$ cat config.mk
export PLATFORM = sky130hd
export DESIGN_NAME = mem_port_arbiter_flat
export DESIGN_NICKNAME = d
export VERILOG_FILES = /design/src/rtl/mem_arb_pkg.sv /design/src/rtl/mem_port_arbiter_if.sv /design/src/rtl/mem_arb_watchdog.sv /design/src/rtl/mem_port_arbiter.sv /design/src/flat_wrapper.sv
export SDC_FILE = /design/constraint.sdc
export NUM_CORES = 1
export LEC_CHECK = 0
export ABC_CLOCK_PERIOD_IN_PS = 4430
export CAP_MARGIN = 20
export CORE_ASPECT_RATIO = 1.2
export CORE_MARGIN = 5
export CORE_UTILIZATION = 44
export DETAILED_ROUTE_END_ITERATION = 7
export PLACE_DENSITY_LB_ADDON = 0.12
export REMOVE_ABC_BUFFERS = 1
export SETUP_SLACK_MARGIN = 0.3
export SYNTH_ARGS = -nofsm -noshare
export SYNTH_HDL_FRONTEND = slang
export SYNTH_HIERARCHICAL = 1
export SYNTH_SLANG_ARGS = --single-unit
$ cat constraint.sdc
create_clock -name clk -period 4.43 [get_ports clk]
set_clock_uncertainty 0.1 [all_clocks]
set_input_delay 0.6645 -clock clk [delete_from_list [all_inputs] [get_ports clk]]
set_output_delay 0.6645 -clock clk [all_outputs]
set_load 0.02 [all_outputs]
$ cat src/rtl/mem_arb_pkg.sv
// Shared types for the unified-memory port arbiter:
// FSM state encoding, default widths and a state helper.
package mem_arb_pkg;

  localparam int ADDR_W_DEF  = 30;
  localparam int DATA_W_DEF  = 32;
  localparam int TIMEOUT_DEF = 64;

  typedef enum logic [2:0] {
    IDLE,
    D_WAIT,
    I_WAIT,
    D_RESP,
    I_RESP
  } arb_state_e;

  function automatic logic is_wait(arb_state_e s);
    return (s == D_WAIT) || (s == I_WAIT);
  endfunction

endpackage

$ cat src/rtl/mem_port_arbiter_if.sv
// Fetch, data and memory handshake bundle for the arbiter.
// master: arbiter view; slave: pipeline + memory view.
interface mem_port_arbiter_if #(
  parameter int ADDR_W = 30,
  parameter int DATA_W = 32
);

  logic              i_req;
  logic [ADDR_W-1:0] i_addr;
  logic              i_flush;
  logic [DATA_W-1:0] i_rdata;
  logic              i_ready;

  logic              d_req;
  logic              d_we;
  logic [ADDR_W-1:0] d_addr;
  logic [DATA_W-1:0] d_wdata;
  logic [DATA_W-1:0] d_rdata;
  logic              d_ready;

  logic              m_req;
  logic              m_we;
  logic [ADDR_W-1:0] m_addr;
  logic [DATA_W-1:0] m_wdata;
  logic [DATA_W-1:0] m_rdata;
  logic              m_ack;

  modport master (
    input  i_req, i_addr, i_flush,
    output i_rdata, i_ready,
    input  d_req, d_we, d_addr, d_wdata,
    output d_rdata, d_ready,
    output m_req, m_we, m_addr, m_wdata,
    input  m_rdata, m_ack
  );

  modport slave (
    output i_req, i_addr, i_flush,
    input  i_rdata, i_ready,
    output d_req, d_we, d_addr, d_wdata,
    input  d_rdata, d_ready,
    input  m_req, m_we, m_addr, m_wdata,
    output m_rdata, m_ack
  );

endinterface

$ cat src/rtl/mem_arb_watchdog.sv
// Wait-state watchdog: counts cycles spent in *_WAIT and fires
// expire_o on the last allowed one; timeout_o is sticky until reset.
// Ports: clk, reset (sync, active-low), in_wait_i, ack_i,
//        expire_o, timeout_o.
module mem_arb_watchdog #(
  parameter int TIMEOUT_CYCLES = 64
) (
  input  logic clk,
  input  logic reset,
  input  logic in_wait_i,
  input  logic ack_i,
  output logic expire_o,
  output logic timeout_o
);

  localparam int CW = $clog2(TIMEOUT_CYCLES + 1);

  logic [CW-1:0] cnt_q, cnt_d;
  logic          to_q, to_d;

  // Leaving the wait state zeroes the count, so every
  // new wait starts from zero.
  always_comb begin
    cnt_d = '0;
    if (in_wait_i)
      cnt_d = cnt_q + CW'(1);
  end

  // An ack on the final cycle still wins.
  assign expire_o = in_wait_i && !ack_i &&
                    (cnt_q == CW'(TIMEOUT_CYCLES - 1));

  assign to_d      = to_q | expire_o;
  assign timeout_o = to_q;

  always_ff @(posedge clk) begin
    if (!reset) begin
      cnt_q <= '0;
      to_q  <= 1'b0;
    end else begin
      cnt_q <= cnt_d;
      to_q  <= to_d;
    end
  end

endmodule

$ cat src/rtl/mem_port_arbiter.sv
// Shares one single-ported variable-latency memory between fetch
// (read-only) and data (read/write); one transaction at a time.
// Ports: clk, reset (sync, active-low), bus (master modport:
// i_*, d_*, m_* handshakes), busy; timeout with MEM_TIMEOUT_EN.
module mem_port_arbiter
  import mem_arb_pkg::*;
#(
  parameter int ADDR_W = ADDR_W_DEF,
  parameter int DATA_W = DATA_W_DEF
`ifdef MEM_TIMEOUT_EN
  ,
  parameter int TIMEOUT_CYCLES = TIMEOUT_DEF
`endif
) (
  input  logic clk,
  input  logic reset,
  mem_port_arbiter_if.master bus,
  output logic busy
`ifdef MEM_TIMEOUT_EN
  ,
  output logic timeout
`endif
);

  arb_state_e        state_q, state_d;
  logic [ADDR_W-1:0] addr_q, addr_d;
  logic              we_q, we_d;
  logic [DATA_W-1:0] wdata_q, wdata_d;
  logic [DATA_W-1:0] irdata_q, irdata_d;
  logic [DATA_W-1:0] drdata_q, drdata_d;
  logic              disc_q, disc_d;
  logic              in_wait;
  logic              expire;

  assign in_wait = is_wait(state_q);

`ifdef MEM_TIMEOUT_EN
  mem_arb_watchdog #(
    .TIMEOUT_CYCLES(TIMEOUT_CYCLES)
  ) u_wd (
    .clk      (clk),
    .reset    (reset),
    .in_wait_i(in_wait),
    .ack_i    (bus.m_ack),
    .expire_o (expire),
    .timeout_o(timeout)
  );
`else
  assign expire = 1'b0;
`endif

  // State register
  always_ff @(posedge clk) begin
    if (!reset)
      state_q <= IDLE;
    else
      state_q <= state_d;
  end

  // Next state: data outranks fetch since it is the older
  // instruction in the pipe.
  always_comb begin
    state_d = state_q;
    unique case (state_q)
      IDLE: begin
        if (bus.d_req)
          state_d = D_WAIT;
        else if (bus.i_req && !bus.i_flush)
          state_d = I_WAIT;
      end
      D_WAIT: if (bus.m_ack) state_d = D_RESP;
      I_WAIT: if (bus.m_ack) state_d = I_RESP;
      D_RESP: state_d = IDLE;
      I_RESP: state_d = IDLE;
      default: state_d = IDLE;
    endcase
    if (expire)
      state_d = IDLE;
  end

  // Request latch, response capture and fetch discard
  always_comb begin
    addr_d   = addr_q;
    we_d     = we_q;
    wdata_d  = wdata_q;
    irdata_d = irdata_q;
    drdata_d = drdata_q;
    disc_d   = disc_q;
    if (state_q == IDLE) begin
      if (bus.d_req) begin
        addr_d  = bus.d_addr;
        we_d    = bus.d_we;
        wdata_d = bus.d_wdata;
      end else if (bus.i_req && !bus.i_flush) begin
        addr_d = bus.i_addr;
        we_d   = 1'b0;
      end
    end
    if (state_q == D_WAIT && bus.m_ack)
      drdata_d = we_q ? '0 : bus.m_rdata;
    if (state_q == I_WAIT && bus.m_ack)
      irdata_d = bus.m_rdata;
    // The read cannot be aborted, only its answer dropped.
    if (state_q == I_WAIT && bus.i_flush)
      disc_d = 1'b1;
    if (state_d == IDLE)
      disc_d = 1'b0;
  end

  always_ff @(posedge clk) begin
    if (!reset) begin
      addr_q   <= '0;
      we_q     <= 1'b0;
      wdata_q  <= '0;
      irdata_q <= '0;
      drdata_q <= '0;
      disc_q   <= 1'b0;
    end else begin
      addr_q   <= addr_d;
      we_q     <= we_d;
      wdata_q  <= wdata_d;
      irdata_q <= irdata_d;
      drdata_q <= drdata_d;
      disc_q   <= disc_d;
    end
  end

  // Outputs
  always_comb begin
    bus.m_req   = in_wait;
    bus.m_we    = in_wait && we_q;
    bus.m_addr  = addr_q;
    bus.m_wdata = wdata_q;
    bus.d_ready = (state_q == D_RESP);
    bus.d_rdata = drdata_q;
    bus.i_ready = (state_q == I_RESP) &&
                  !disc_q && !bus.i_flush;
    bus.i_rdata = irdata_q;
    busy        = (state_q != IDLE);
  end

endmodule

$ cat src/flat_wrapper.sv
// flat-port wrapper written by rule: the top's interface ports become plain ports
module mem_port_arbiter_flat import mem_arb_pkg::*;
#(
  parameter int ADDR_W = ADDR_W_DEF,
  parameter int DATA_W = DATA_W_DEF

)
  (clk, reset, busy, bus_i_req, bus_i_addr, bus_i_flush, bus_i_rdata, bus_i_ready, bus_d_req, bus_d_we, bus_d_addr, bus_d_wdata, bus_d_rdata, bus_d_ready, bus_m_req, bus_m_we, bus_m_addr, bus_m_wdata, bus_m_rdata, bus_m_ack);
  mem_port_arbiter_if #(.ADDR_W(ADDR_W), .DATA_W(DATA_W)) bus_i ();
  input  logic clk;
  input  logic reset;
  output logic busy;
  input wire logic [$bits(bus_i.i_req)-1:0] bus_i_req;
  input wire logic [$bits(bus_i.i_addr)-1:0] bus_i_addr;
  input wire logic [$bits(bus_i.i_flush)-1:0] bus_i_flush;
  output wire logic [$bits(bus_i.i_rdata)-1:0] bus_i_rdata;
  output wire logic [$bits(bus_i.i_ready)-1:0] bus_i_ready;
  input wire logic [$bits(bus_i.d_req)-1:0] bus_d_req;
  input wire logic [$bits(bus_i.d_we)-1:0] bus_d_we;
  input wire logic [$bits(bus_i.d_addr)-1:0] bus_d_addr;
  input wire logic [$bits(bus_i.d_wdata)-1:0] bus_d_wdata;
  output wire logic [$bits(bus_i.d_rdata)-1:0] bus_d_rdata;
  output wire logic [$bits(bus_i.d_ready)-1:0] bus_d_ready;
  output wire logic [$bits(bus_i.m_req)-1:0] bus_m_req;
  output wire logic [$bits(bus_i.m_we)-1:0] bus_m_we;
  output wire logic [$bits(bus_i.m_addr)-1:0] bus_m_addr;
  output wire logic [$bits(bus_i.m_wdata)-1:0] bus_m_wdata;
  input wire logic [$bits(bus_i.m_rdata)-1:0] bus_m_rdata;
  input wire logic [$bits(bus_i.m_ack)-1:0] bus_m_ack;
  assign bus_i.i_req = bus_i_req;
  assign bus_i.i_addr = bus_i_addr;
  assign bus_i.i_flush = bus_i_flush;
  assign bus_i_rdata = bus_i.i_rdata;
  assign bus_i_ready = bus_i.i_ready;
  assign bus_i.d_req = bus_d_req;
  assign bus_i.d_we = bus_d_we;
  assign bus_i.d_addr = bus_d_addr;
  assign bus_i.d_wdata = bus_d_wdata;
  assign bus_d_rdata = bus_i.d_rdata;
  assign bus_d_ready = bus_i.d_ready;
  assign bus_m_req = bus_i.m_req;
  assign bus_m_we = bus_i.m_we;
  assign bus_m_addr = bus_i.m_addr;
  assign bus_m_wdata = bus_i.m_wdata;
  assign bus_i.m_rdata = bus_m_rdata;
  assign bus_i.m_ack = bus_m_ack;
  mem_port_arbiter #(.ADDR_W(ADDR_W), .DATA_W(DATA_W)) u_core (.clk(clk), .reset(reset), .bus(bus_i), .busy(busy));
endmodule
==> impl_metrics.json <==
{
  "run_status": "finished clean",
  "critPathMaxFanout": 34,
  "drc": 0,
  "vias": 5184,
  "clock_sinks": 131,
  "vias_per_cell": 5.05,
  "netlist_top_cells_area": "dfxtp_1 (48%), nand2_1 (11%), mux2_2 (6.2%)",
  "drive_gt1_frac": 0.0855,
  "slowest_stage": "dfxtp_1",
  "cts-root-buf": "clkbuf_16",
  "r2r_slack_ns": 2.36,
  "holdCritStartpoint": "u_core/bus.d_rdata[31]",
  "tns_ns": 0,
  "hold_viol": 0,
  "numCtsBuffers": 17,
  "crit_required_ns": 3.67,
  "postCtsSetupRepairBufs": 0,
  "grt_pass1_wl_um": 26000,
  "gp_congestion": 0.816,
  "clock_latency_ns": 0.41,
  "grt_antenna_before_repair": 1,
  "nets": 985,
  "maxCapViolCount": 0,
  "reg2reg_depth": 4,
  "initialDrtViolationCount": 301,
  "p_per_area_nw_per_um2": 399,
  "timing.rr.end": "u_core/bus.d_rdata[0]",
  "post_drt_wl_per_cell_um": 16.0,
  "synth_common_cells": "nand2_1 (157), dfxtp_1 (131), nand3_1 (64), o21ai_0 (64)",
  "max_slew_margin": 0.331,
  "finalCriticalPeriod_ns": 3.01,
  "start_kind": "flip-flop",
  "syn_area_um2": 5470,
  "ys_async_sr_fraction": 0,
  "slowest_delay_ns": 0.97,
  "syn_avg_cell_area_um2": 8.72,
  "hold_buffers": 0,
  "synth_most_common_cell": "nand2_1",
  "synth_cells": 627,
  "path_cells": "and2_1 > clkdlybuf4s50_1",
  "cts_tree": "built",
  "grt_pass1_vias": 5181,
  "dieArea_um2": 14800,
  "crit_buf_inv": 1,
  "seq_area_frac_synth": 0.480,
  "setup_violations": 0,
  "worst_hold_path.num_cells": 2,
  "p_leak_nw": 3.20,
  "drt_wl_total_um": 16400,
  "period_share": 0.679,
  "dr.pass1.iters": 6,
  "crit_path_end_kind": "output pin",
  "final_core_util": 0.718,
  "hp-class": "flip-flop to flip-flop",
  "fp-row-count": 44,
  "min_to": "u_core/bus.d_rdata[31]",
  "htreeDepth": 4,
  "synth-edff-count": 0,
  "die_h_um": 132,
  "worst_pin_slew_ns": 1.00,
  "grt_max_degree": 114,
  "antenna_left": 0,
  "overflow": 0,
  "synth_top_area_cell": "dfxtp_1",
  "dieWidth_um": 112,
  "peakVddDrop_mv": 0.253,
  "netlist.area_leader.share": 0.480,
  "io_buffer_count": 261,
  "rsz0062_at_grt": "false",
  "ios": 262,
  "yosys_warnings": 6,
  "clockBufferDepth": 2,
  "synth_ff_type": "dfxtp_1",
  "arrival_ns": 2.25,
  "start_util": 0.449,
  "synthToLayoutAreaGrowth_pct": 59.8,
  "crit_family": "flip-flops",
  "fmax_mhz": 332,
  "reg2reg_from": "u_core/state_q[0]",
  "crit_type": "flip-flop to output pin",
  "ys_types": 35,
  "ys_seq_elements": 131,
  "place_hpwl_um": 11800,
  "slew_violations": 0,
  "coreArea_um2": 12200,
  "clkSlewWorstSetupHoldPaths_ns": 0.05,
  "grt_use_total": 0.214,
  "cts_resized": 0
}
[cell type report]
class                           count  area (um2)
Sequential cell                   131        2620
Clock inverter                     13         211
Inverter                            1        3.75
Multi-Input combinational cell    435        2580
Clock buffer                       17         425
Tap cell                          161         201
Antenna cell                        1        2.50
Fill cell                         954        3430
Timing Repair Buffer              268        2690
[state kept, by name, summed over array words and instances (netlist names)]
signal	cells
u_core/bus.d_rdata	32
u_core/bus.i_rdata	32
u_core/bus.m_addr	30
u_core/bus.m_wdata	32
u_core/disc_q	1
u_core/state_q	3
u_core/we_q	1
[logic make-up after synthesis]
| logic type | synth area share |
|---|---|
| AO/OA/AOI/OAI | 0.113 |
| AND/OR/NAND/NOR | 0.236 |
| buffers and inverters | 0.0529 |
| XOR/XNOR | 0.00160 |
| flip-flops | 0.480 |
| multiplexers | 0.117 |
[through the flow]
step / total power [W] / hold slack [ns] / area (um2) / worst slack, ns / std cells
6_report: 0.00349 / 0.349 / 8740 / 1.42 / 1027
5_1_grt: 0.00363 / 0.360 / 8740 / 1.26 / 1027
4_1_cts: 0.00351 / 0.350 / 8720 / 1.41 / 1025
3_5_place_dp: 0.00200 / 0.342 / 8080 / 1.61 / 995
3_3_place_gp: 0.00199 / 0.337 / 8080 / 1.61 / 995
2_1_floorplan: 0.00162 / 0.396 / 5180 / 0.861 / 567
[layout by cell type (no fill, tap or decap), types with 2 or more instances in the layout]
master and count:
o21ai_0 64, buf_4 5, mux2i_1 30, dfxtp_1 131, nand2_1 157, and2_1 2
nor2_1 3, clkdlybuf4s50_1 260, clkinv_4 3, buf_12 2, a21boi_0 2, nor2b_1 2
a2111oi_0 2, nor3_1 2, nand3_1 64, clkinvlp_4 4, mux2_2 30, a21boi_1 30
nand3b_1 32, clkbuf_16 17, bufinv_16 5
[power by group]
group          switching [W]  internal, W
logic               0.000315     0.000346
registers          0.0000584      0.00126
clock network       0.000517     0.000992
total               0.000890      0.00260
[how the worst max path moves through the flow]
stage                           start                    end  slack, ns  cells past startpoint
after CTS                 u_core/we_q               bus_m_we       1.41                      2
after global placement    bus_i_flush            bus_i_ready       1.61                      5
after detailed placement  bus_i_flush            bus_i_ready       1.61                      5
final                     u_core/we_q               bus_m_we       1.42                      2
after floorplan             bus_d_req  u_core/bus.m_wdata[0]       0.86                      2
after global routing      u_core/we_q               bus_m_we       1.26                      2
[routing by layer]
| layer | GRT usage | share of wire | up-vias |
|---|---|---|---|
| met5 | 0 | 0 | - |
| met4 | 0.0791 | 0.022 | 0 |
| met3 | 0.0914 | 0.095 | 26 |
| met2 | 0.359 | 0.48 | 201 |
| met1 | 0.242 | 0.40 | 2381 |
| li1 | - | - | 2576 |
[worst register-to-register path: cells and delay by family, from the launching register on]
family,cells,cell delay (ns)
buffers and inverters,1,0.39
AND/OR/NAND/NOR,2,0.68
AO/OA/AOI/OAI,1,0.17
flip-flops,1,0.67
Note: power is estimated with default switching activity, not from simulation.
